## src/rtl/serializer_if.sv

```systemverilog
// Instruction-word handshake between the host side and the serializer.
interface serializer_if #(
  parameter int unsigned ADDRW   = 8,
  parameter int unsigned OPCODEW = 2
);
  logic [OPCODEW-1:0] opcode;
  logic [ADDRW-1:0]   key_addr;
  logic [ADDRW-1:0]   text_addr;
  logic               valid_in;
  logic               ready_out;

  modport master (
    output opcode, key_addr, text_addr, valid_in,
    input  ready_out
  );

  modport slave (
    input  opcode, key_addr, text_addr, valid_in,
    output ready_out
  );
endinterface

```

## src/rtl/serializer.sv

```systemverilog
// SPI mode-0 frame transmitter: shifts {opcode,key_addr,text_addr} out MSB-first
// with self-generated spi_clk/cs_n, inter-frame gap and abort support.
module serializer #(
  parameter int unsigned ADDRW      = 8,
  parameter int unsigned OPCODEW    = 2,
  parameter int unsigned CLK_DIV    = 3,
  parameter int unsigned GAP_CYCLES = 8
) (
  input  logic         clk,
  input  logic         rst,
  serializer_if.slave  bus,
  input  logic         abort,
  output logic         spi_clk,
  output logic         mosi,
  output logic         cs_n,
  output logic         done,
  output logic         aborted
);

  localparam int unsigned SHIFT_W = OPCODEW + 2 * ADDRW;
  localparam int unsigned CNT_MAX = (CLK_DIV > GAP_CYCLES) ? CLK_DIV : GAP_CYCLES;
  localparam int unsigned CNT_W   = (CNT_MAX > 1) ? $clog2(CNT_MAX) : 1;
  localparam int unsigned BIT_W   = $clog2(SHIFT_W);

  typedef enum logic [2:0] {IDLE, SETUP, HIGH, LOW, HOLD, GAP} state_t;

  state_t             state, state_d;
  logic [CNT_W-1:0]   div_cnt, div_cnt_d;
  logic [BIT_W-1:0]   bit_cnt, bit_cnt_d;
  // Holds the bits still to be sent; the current bit already sits on mosi.
  logic [SHIFT_W-2:0] shreg, shreg_d;
  logic               spi_clk_d, mosi_d, cs_n_d, done_d, aborted_d;
  logic [SHIFT_W-1:0] frame;
  logic               phase_end, gap_end, last_bit;

  assign frame         = {bus.opcode, bus.key_addr, bus.text_addr};
  assign phase_end     = (div_cnt == CNT_W'(CLK_DIV - 1));
  assign gap_end       = (div_cnt == CNT_W'(GAP_CYCLES - 1));
  assign last_bit      = (bit_cnt == BIT_W'(SHIFT_W - 1));
  assign bus.ready_out = (state == IDLE);

  // State and output registers.
  always_ff @(posedge clk) begin
    if (rst) begin
      state   <= IDLE;
      div_cnt <= '0;
      bit_cnt <= '0;
      shreg   <= '0;
      spi_clk <= 1'b0;
      mosi    <= 1'b0;
      cs_n    <= 1'b1;
      done    <= 1'b0;
      aborted <= 1'b0;
    end else begin
      state   <= state_d;
      div_cnt <= div_cnt_d;
      bit_cnt <= bit_cnt_d;
      shreg   <= shreg_d;
      spi_clk <= spi_clk_d;
      mosi    <= mosi_d;
      cs_n    <= cs_n_d;
      done    <= done_d;
      aborted <= aborted_d;
    end
  end

  // Next-state and next-output logic.
  always_comb begin
    state_d   = state;
    div_cnt_d = div_cnt;
    bit_cnt_d = bit_cnt;
    shreg_d   = shreg;
    spi_clk_d = spi_clk;
    mosi_d    = mosi;
    cs_n_d    = cs_n;
    done_d    = 1'b0;
    aborted_d = 1'b0;

    case (state)
      IDLE: begin
        if (bus.valid_in) begin
          state_d   = SETUP;
          shreg_d   = frame[SHIFT_W-2:0];
          mosi_d    = frame[SHIFT_W-1];
          cs_n_d    = 1'b0;
          div_cnt_d = '0;
          bit_cnt_d = '0;
        end
      end

      SETUP, HIGH, LOW: begin
        if (abort) begin
          state_d   = GAP;
          cs_n_d    = 1'b1;
          spi_clk_d = 1'b0;
          mosi_d    = 1'b0;
          aborted_d = 1'b1;
          div_cnt_d = '0;
        end else if (!phase_end) begin
          div_cnt_d = div_cnt + CNT_W'(1);
        end else begin
          div_cnt_d = '0;
          if (state == HIGH) begin
            spi_clk_d = 1'b0;
            if (last_bit) begin
              state_d = HOLD;
            end else begin
              state_d   = LOW;
              mosi_d    = shreg[SHIFT_W-2];
              shreg_d   = {shreg[SHIFT_W-3:0], 1'b0};
              bit_cnt_d = bit_cnt + BIT_W'(1);
            end
          end else begin
            state_d   = HIGH;
            spi_clk_d = 1'b1;
          end
        end
      end

      HOLD: begin
        if (phase_end) begin
          state_d   = GAP;
          cs_n_d    = 1'b1;
          mosi_d    = 1'b0;
          done_d    = 1'b1;
          div_cnt_d = '0;
        end else begin
          div_cnt_d = div_cnt + CNT_W'(1);
        end
      end

      GAP: begin
        if (gap_end) begin
          state_d   = IDLE;
          div_cnt_d = '0;
        end else begin
          div_cnt_d = div_cnt + CNT_W'(1);
        end
      end

      default: state_d = IDLE;
    endcase
  end

endmodule

```

## src/flat_wrapper.sv

```systemverilog
// flat-port wrapper written by rule: the top's interface ports become plain ports
module serializer_flat 
#(
  parameter int unsigned ADDRW      = 8,
  parameter int unsigned OPCODEW    = 2,
  parameter int unsigned CLK_DIV    = 3,
  parameter int unsigned GAP_CYCLES = 8
)
  (clk, rst, abort, spi_clk, mosi, cs_n, done, aborted, bus_opcode, bus_key_addr, bus_text_addr, bus_valid_in, bus_ready_out);
  serializer_if #(.ADDRW(ADDRW), .OPCODEW(OPCODEW)) bus_i ();
  input  logic clk;
  input  logic rst;
  input  logic abort;
  output logic spi_clk;
  output logic mosi;
  output logic cs_n;
  output logic done;
  output logic aborted;
  input wire logic [$bits(bus_i.opcode)-1:0] bus_opcode;
  input wire logic [$bits(bus_i.key_addr)-1:0] bus_key_addr;
  input wire logic [$bits(bus_i.text_addr)-1:0] bus_text_addr;
  input wire logic [$bits(bus_i.valid_in)-1:0] bus_valid_in;
  output wire logic [$bits(bus_i.ready_out)-1:0] bus_ready_out;
  assign bus_i.opcode = bus_opcode;
  assign bus_i.key_addr = bus_key_addr;
  assign bus_i.text_addr = bus_text_addr;
  assign bus_i.valid_in = bus_valid_in;
  assign bus_ready_out = bus_i.ready_out;
  serializer #(.ADDRW(ADDRW), .OPCODEW(OPCODEW), .CLK_DIV(CLK_DIV), .GAP_CYCLES(GAP_CYCLES)) u_core (.clk(clk), .rst(rst), .bus(bus_i), .abort(abort), .spi_clk(spi_clk), .mosi(mosi), .cs_n(cs_n), .done(done), .aborted(aborted));
endmodule
```

## config.mk

```make
export PLATFORM = sky130hd
export DESIGN_NAME = serializer_flat
export DESIGN_NICKNAME = d
export VERILOG_FILES = /design/src/rtl/serializer_if.sv /design/src/rtl/serializer.sv /design/src/flat_wrapper.sv
export SDC_FILE = /design/constraint.sdc
export NUM_CORES = 1
export LEC_CHECK = 0
export BUFFER_PORTS_ARGS = -buffer_cell sky130_fd_sc_hd__buf_4
export CAP_MARGIN = 20
export CORE_MARGIN = 2
export CORE_UTILIZATION = 55
export CTS_BUF_LIST = sky130_fd_sc_hd__clkbuf_2
export DETAILED_ROUTE_END_ITERATION = 7
export GPL_ROUTABILITY_DRIVEN = 0
export GPL_TIMING_DRIVEN = 0
export HOLD_SLACK_MARGIN = 0.05
export PLACE_DENSITY = 0.75
export RECOVER_POWER = 50
export SLEW_MARGIN = 20
export SYNTH_ARGS = -nofsm -noshare
export SYNTH_HDL_FRONTEND = slang
export SYNTH_SLANG_ARGS = --single-unit
```

## constraint.sdc

```tcl
create_clock -name clk -period 3.45 [get_ports clk]
set_clock_uncertainty 0.15 [all_clocks]
set_input_delay 0.69 -clock clk [delete_from_list [all_inputs] [get_ports clk]]
set_output_delay 0.69 -clock clk [all_outputs]
set_load 0.01 [all_outputs]
```

# Yosys cells after proc, flatten, opt, wreduce, memory -nomap -nowiden

Cells that the tools add are included.
W data, S select, Z words.

Output and inout port bits: 6
Input port bits: 22
Register bits after elaboration: 33

Eq/ne operators: 19
Add/subtract/negate cells: 2
Reductions and logical operators: 14
Muxes and demuxes: 41
Bitwise logic cells: 2

Operators with widths:

| kind                  | count |
|---|---|
| $mux W17              | 5 |
| $pmux W17 S2          | 1 |
| $mux W3               | 11 |
| $mux W5               | 5 |
| $pmux W3 S4           | 2 |
| $mux W1               | 14 |
| $reduce_and A6 Y1     | 2 |
| $pmux W5 S2           | 1 |
| $eq A3 B2 Y1 const B  | 3 |
| $eq A3 B3 Y1 const B  | 3 |
| $ne A2 B1 Y1 const B  | 4 |
| $ne A2 B2 Y1 const B  | 4 |
| $reduce_and A4 Y1     | 2 |
| $ne A3 B2 Y1 const B  | 2 |
| $pmux W1 S3           | 2 |
| $add A5 B1 Y5 const B | 1 |
| $eq A5 B5 Y1 const B  | 1 |
| $reduce_and A2 Y1     | 2 |
| $reduce_bool A2 Y1    | 2 |
| $reduce_bool A4 Y1    | 1 |
| $reduce_or A2 Y1      | 2 |
| $add A3 B1 Y3 const B | 1 |
| $eq A3 B1 Y1 const B  | 1 |
| $logic_not A3 Y1      | 1 |
| other kinds (4)       | 5 |

# Longest topological paths before layout

Depth after elaboration: 6
Gate-level depth with buffers: 8

# Worst setup path before layout

Ideal clock, no wire load.

Path kind: input-to-reg
From: input abort
To: register u_core.shreg[10]
Required time: 3.166 ns
Path buffers: 2
Path slack: 1.505 ns
Data arrival time: 1.661 ns
Stages on the path: 6
Cells stage by stage: buf_2 -> inv_1 -> a41oi_4 -> nor3_4 -> buf_4 -> a211oi_1

Word-level cells in the longest chain between the ends: 2

Ends and longest elaborated chain:

| what                        | RTL line           | text |
|---|---|---|
| start: declaration          | flat_wrapper.sv:13 | `input logic abort;` |
| $ne A2 B2 Y1 (no line)      | --                 |  |
| $reduce_and A6 Y1 (no line) | --                 |  |
| end signal: assignment      | serializer.sv:58   | `shreg <= shreg_d;` |
| end: declaration            | serializer.sv:31   | `logic [SHIFT_W-2:0] shreg, shreg_d;` |

No other way between the ends.
A chain may end at the register's enable or synchronous reset.

# Final worst setup path

From: register u_core.div_cnt[0]
To: register u_core.shreg[9]

Word-level cells in the longest chain between the ends: 3

Ends and longest elaborated chain:

| what                        | RTL line         | text |
|---|---|---|
| start: declaration          | serializer.sv:28 | `logic [CNT_W-1:0] div_cnt, div_cnt_d;` |
| start signal: assignment    | serializer.sv:56 | `div_cnt <= div_cnt_d;` |
| $eq A3 B2 Y1                | serializer.sv:37 | `assign phase_end = (div_cnt == CNT_W'(CLK_DIV - 1));` |
| $ne A2 B1 Y1 (no line)      | --               |  |
| $reduce_and A6 Y1 (no line) | --               |  |

No other way between the ends.

==> results.md <==
* Global route overflow at 0
* Post-synthesis register bit count at 33
* Initial Util at 0.579
* Mapped Area at approximately 0.0018 sq mm
* Ys async rst share at 0
* Setup TNS Final at 0 ns
* Max-slew violations at 0
* # IOs at 28
* Post-CTS setup buffer count at 0
* CP Launch Type: flop
* Hold-fix buffers, CTS at 0
* Worst Path Buf+Inv at 3
* CP Cell Sequence: inv_1 > ha_1 > nor2b_1 > clkbuf_1 > a41oi_1 > nor3_4 > buf_4 > a211oi_1
* Endpoints failing setup at 0
* Mapped Nets at between 200 and 250
* Final worst path period share at 0.727
* Area delta synth->final at 12.4%
* Sink Count at 33
* Die Height at just over 60 um
* Core area at approximately 0.003 sq mm
* Initial antenna violation count at 0
* Gate Count Post-Synth at 190
* Gates resized, CTS repair at 0
* Worst slew margin at 0.546
* CTS clock-pin slew for the worst setup and hold paths at 0.17 ns
* Pwr/cell area at roughly 650 mW/mm^2
* Largest net degree at the start of global routing at 11
* Pre-CTS WS at about 1.2 ns
* Drt drc at 0
* Crit path max fanout at 10
* Nets at 250
* GRT Util Overall at 0.234
* Main synth FF type: dfxtp_1
* Detailed-route wire length per cell at around 15 um
* Status: finished clean
* Yosys warning count at 0
* First-pass GRT wire length at between 6 and 7 mm
* Worst Path Arrival at 2.64 ns
* Final min period at 2.51 ns
* # port buffers at 26
* MaxCap Viol Count at 0
* Most frequent cells in the layout: 33 x dfxtp_1, 26 x a21oi_1, 24 x buf_4
* Htree depth at 2
* Actual transition at the worst max-transition pin at 0.673 ns
* Max incr delay on CP at approximately 0.42 ns
* TritonCTS clock tree: done
* Die area at roughly 0.0037 sq mm
* FP Rows at 20
* Critical path class: reg -> reg
* Required @ worst endpoint at about 3.6 ns
* EDFF count, synth at 0
* Worst hold path class: reg -> reg
* CTS Buf Count at 5
* Area occupied by multi-input gates at a little under 0.001 sq mm
* Crit end category: flop
* Vias at roughly 1,600
* Layout cells sized above 1 at 0.170
* Vias in the first global route at between 1,000 and 1,500
* Top delay family on crit path: buffers and inverters
* RSZ-0062 raised after global routing: no
* Clock Path Buffers at 2
* Starting DRC count in detailed routing at around 90
* Vias per cell at between 5 and 6
* Root Driver: clkbuf_2
* Routed Wire Length at 3.89 mm
* Final worst slack at 0.941 ns
* Register area at about 660 sq um
* Post-DP HPWL at roughly 2.9 mm
* Static leakage at about 0.8 nW
* Netlist cell types at 47
* # fillers at 297
* Synth area leader: dfxtp_1
* Syn avg cell area at ~9.4 sq um
* Antenna Violating Nets Remaining at 0
* Die X-Extent at 60.9 um
* Most common cell after layout, fill and taps aside: dfxtp_1
* Drt pass-1 iters at 4
* Crit path max-delay cell type: nor3_4
* VDD IR-drop max at 0.358 mV
* Skew-Pair Late Insertion Delay at 0.40 ns
* Sequential-to-total area share from yosys stat at 0.371
* Synth area leaders: dfxtp_1 37%, mux2i_1 10%, a211oi_1 7.6%
* Max Fclk at roughly 0.40 GHz
* Post-synth top area share at 0.371
* Final hold vios at 0
* Diodes inserted at 0
-- cell usage after synthesis, drive strengths merged, types with 2 or more instances --
| library cell | n |
|---|---|
| a211oi | 18 |
| dfxtp | 33 |
| nor2 | 5 |
| o22ai | 2 |
| nor3 | 7 |
| nand2 | 7 |
| o21ai | 5 |
| mux2i | 18 |
| nand4 | 2 |
| nand3 | 2 |
| inv | 6 |
| a21oi | 26 |
| a2111oi | 3 |
| o2bb2ai | 2 |
| buf | 10 |
| a21o | 2 |
| o32ai | 2 |
| ha | 5 |
| nand2b | 7 |
| nor2b | 2 |
| clkbuf | 5 |
| or4b | 2 |
-- registers in the layout (all words and copies together) (netlist names) --
register	count
u_core.done	1
u_core.div_cnt	3
u_core.spi_clk	1
u_core.shreg	17
u_core.cs_n	1
u_core.aborted	1
u_core.bit_cnt	5
u_core.mosi	1
u_core.state	3
-- power by group --
group          switching, W  internal [W]
Clock              0.000134     0.0000507
Sequential        0.0000451      0.000467
Combinational      0.000353      0.000244
-- stage by stage --
stage	hold WS, ns	std cells	instance area, sq um	total power [W]	util
6_report	0.346	268	2000	0.00129	0.651
5_1_grt	0.355	268	2000	0.00139	0.651
4_1_cts	0.349	268	2070	0.00132	0.674
3_5_place_dp	0.327	260	2030	0.00114	0.661
3_3_place_gp	0.315	260	2030	0.00113	0.661
2_1_floorplan	0.293	190	1780	0.000987	-
-- layout make-up --
| type | instances | area share |
|---|---|---|
| flip-flops and latches | 33 | 0.330 |
| repair buffers | 26 | 0.0880 |
| clock inverters | 2 | 0.00499 |
| inverters | 6 | 0.0112 |
| clock buffers | 6 | 0.0150 |
| multi-input cells | 136 | 0.486 |
| plain buffers | 15 | 0.0381 |
| well taps | 44 | 0.0275 |
-- final timing paths --
path                            cells after the start                end  slack (ns)              start
worst max-delay path                                8    u_core.shreg[9]        0.94  u_core.div_cnt[0]
worst min-delay path                                2  u_core.bit_cnt[4]        0.35  u_core.bit_cnt[4]
worst max register to register                      8    u_core.shreg[9]        0.94  u_core.div_cnt[0]
worst min register to register                      2  u_core.bit_cnt[4]        0.35  u_core.bit_cnt[4]
-- logic make-up after synthesis --
kind of cell,count (synthesis),synth area share
fa+ha+maj,5,0.0351
buf+inv,21,0.0632
simple gates,41,0.151
compound gates,72,0.279
mux,18,0.101
flops,33,0.371
-- routing by layer --
layer  global-route usage  wire [um]  up-vias
li1                     -          -      790
met1                0.280       1670      728
met2                0.401       1880       57
met3               0.0512        265       12
met4                0.106         82        0
met5                    0          0        -
-- worst min-delay path: cells and delay by family (launching register included) --
kind	cells	cell delay, ns
AND/OR/NAND/NOR	1	0.06
flip-flops	1	0.35
multiplexers	1	0.05
Note: power is estimated with default switching activity, not from simulation.
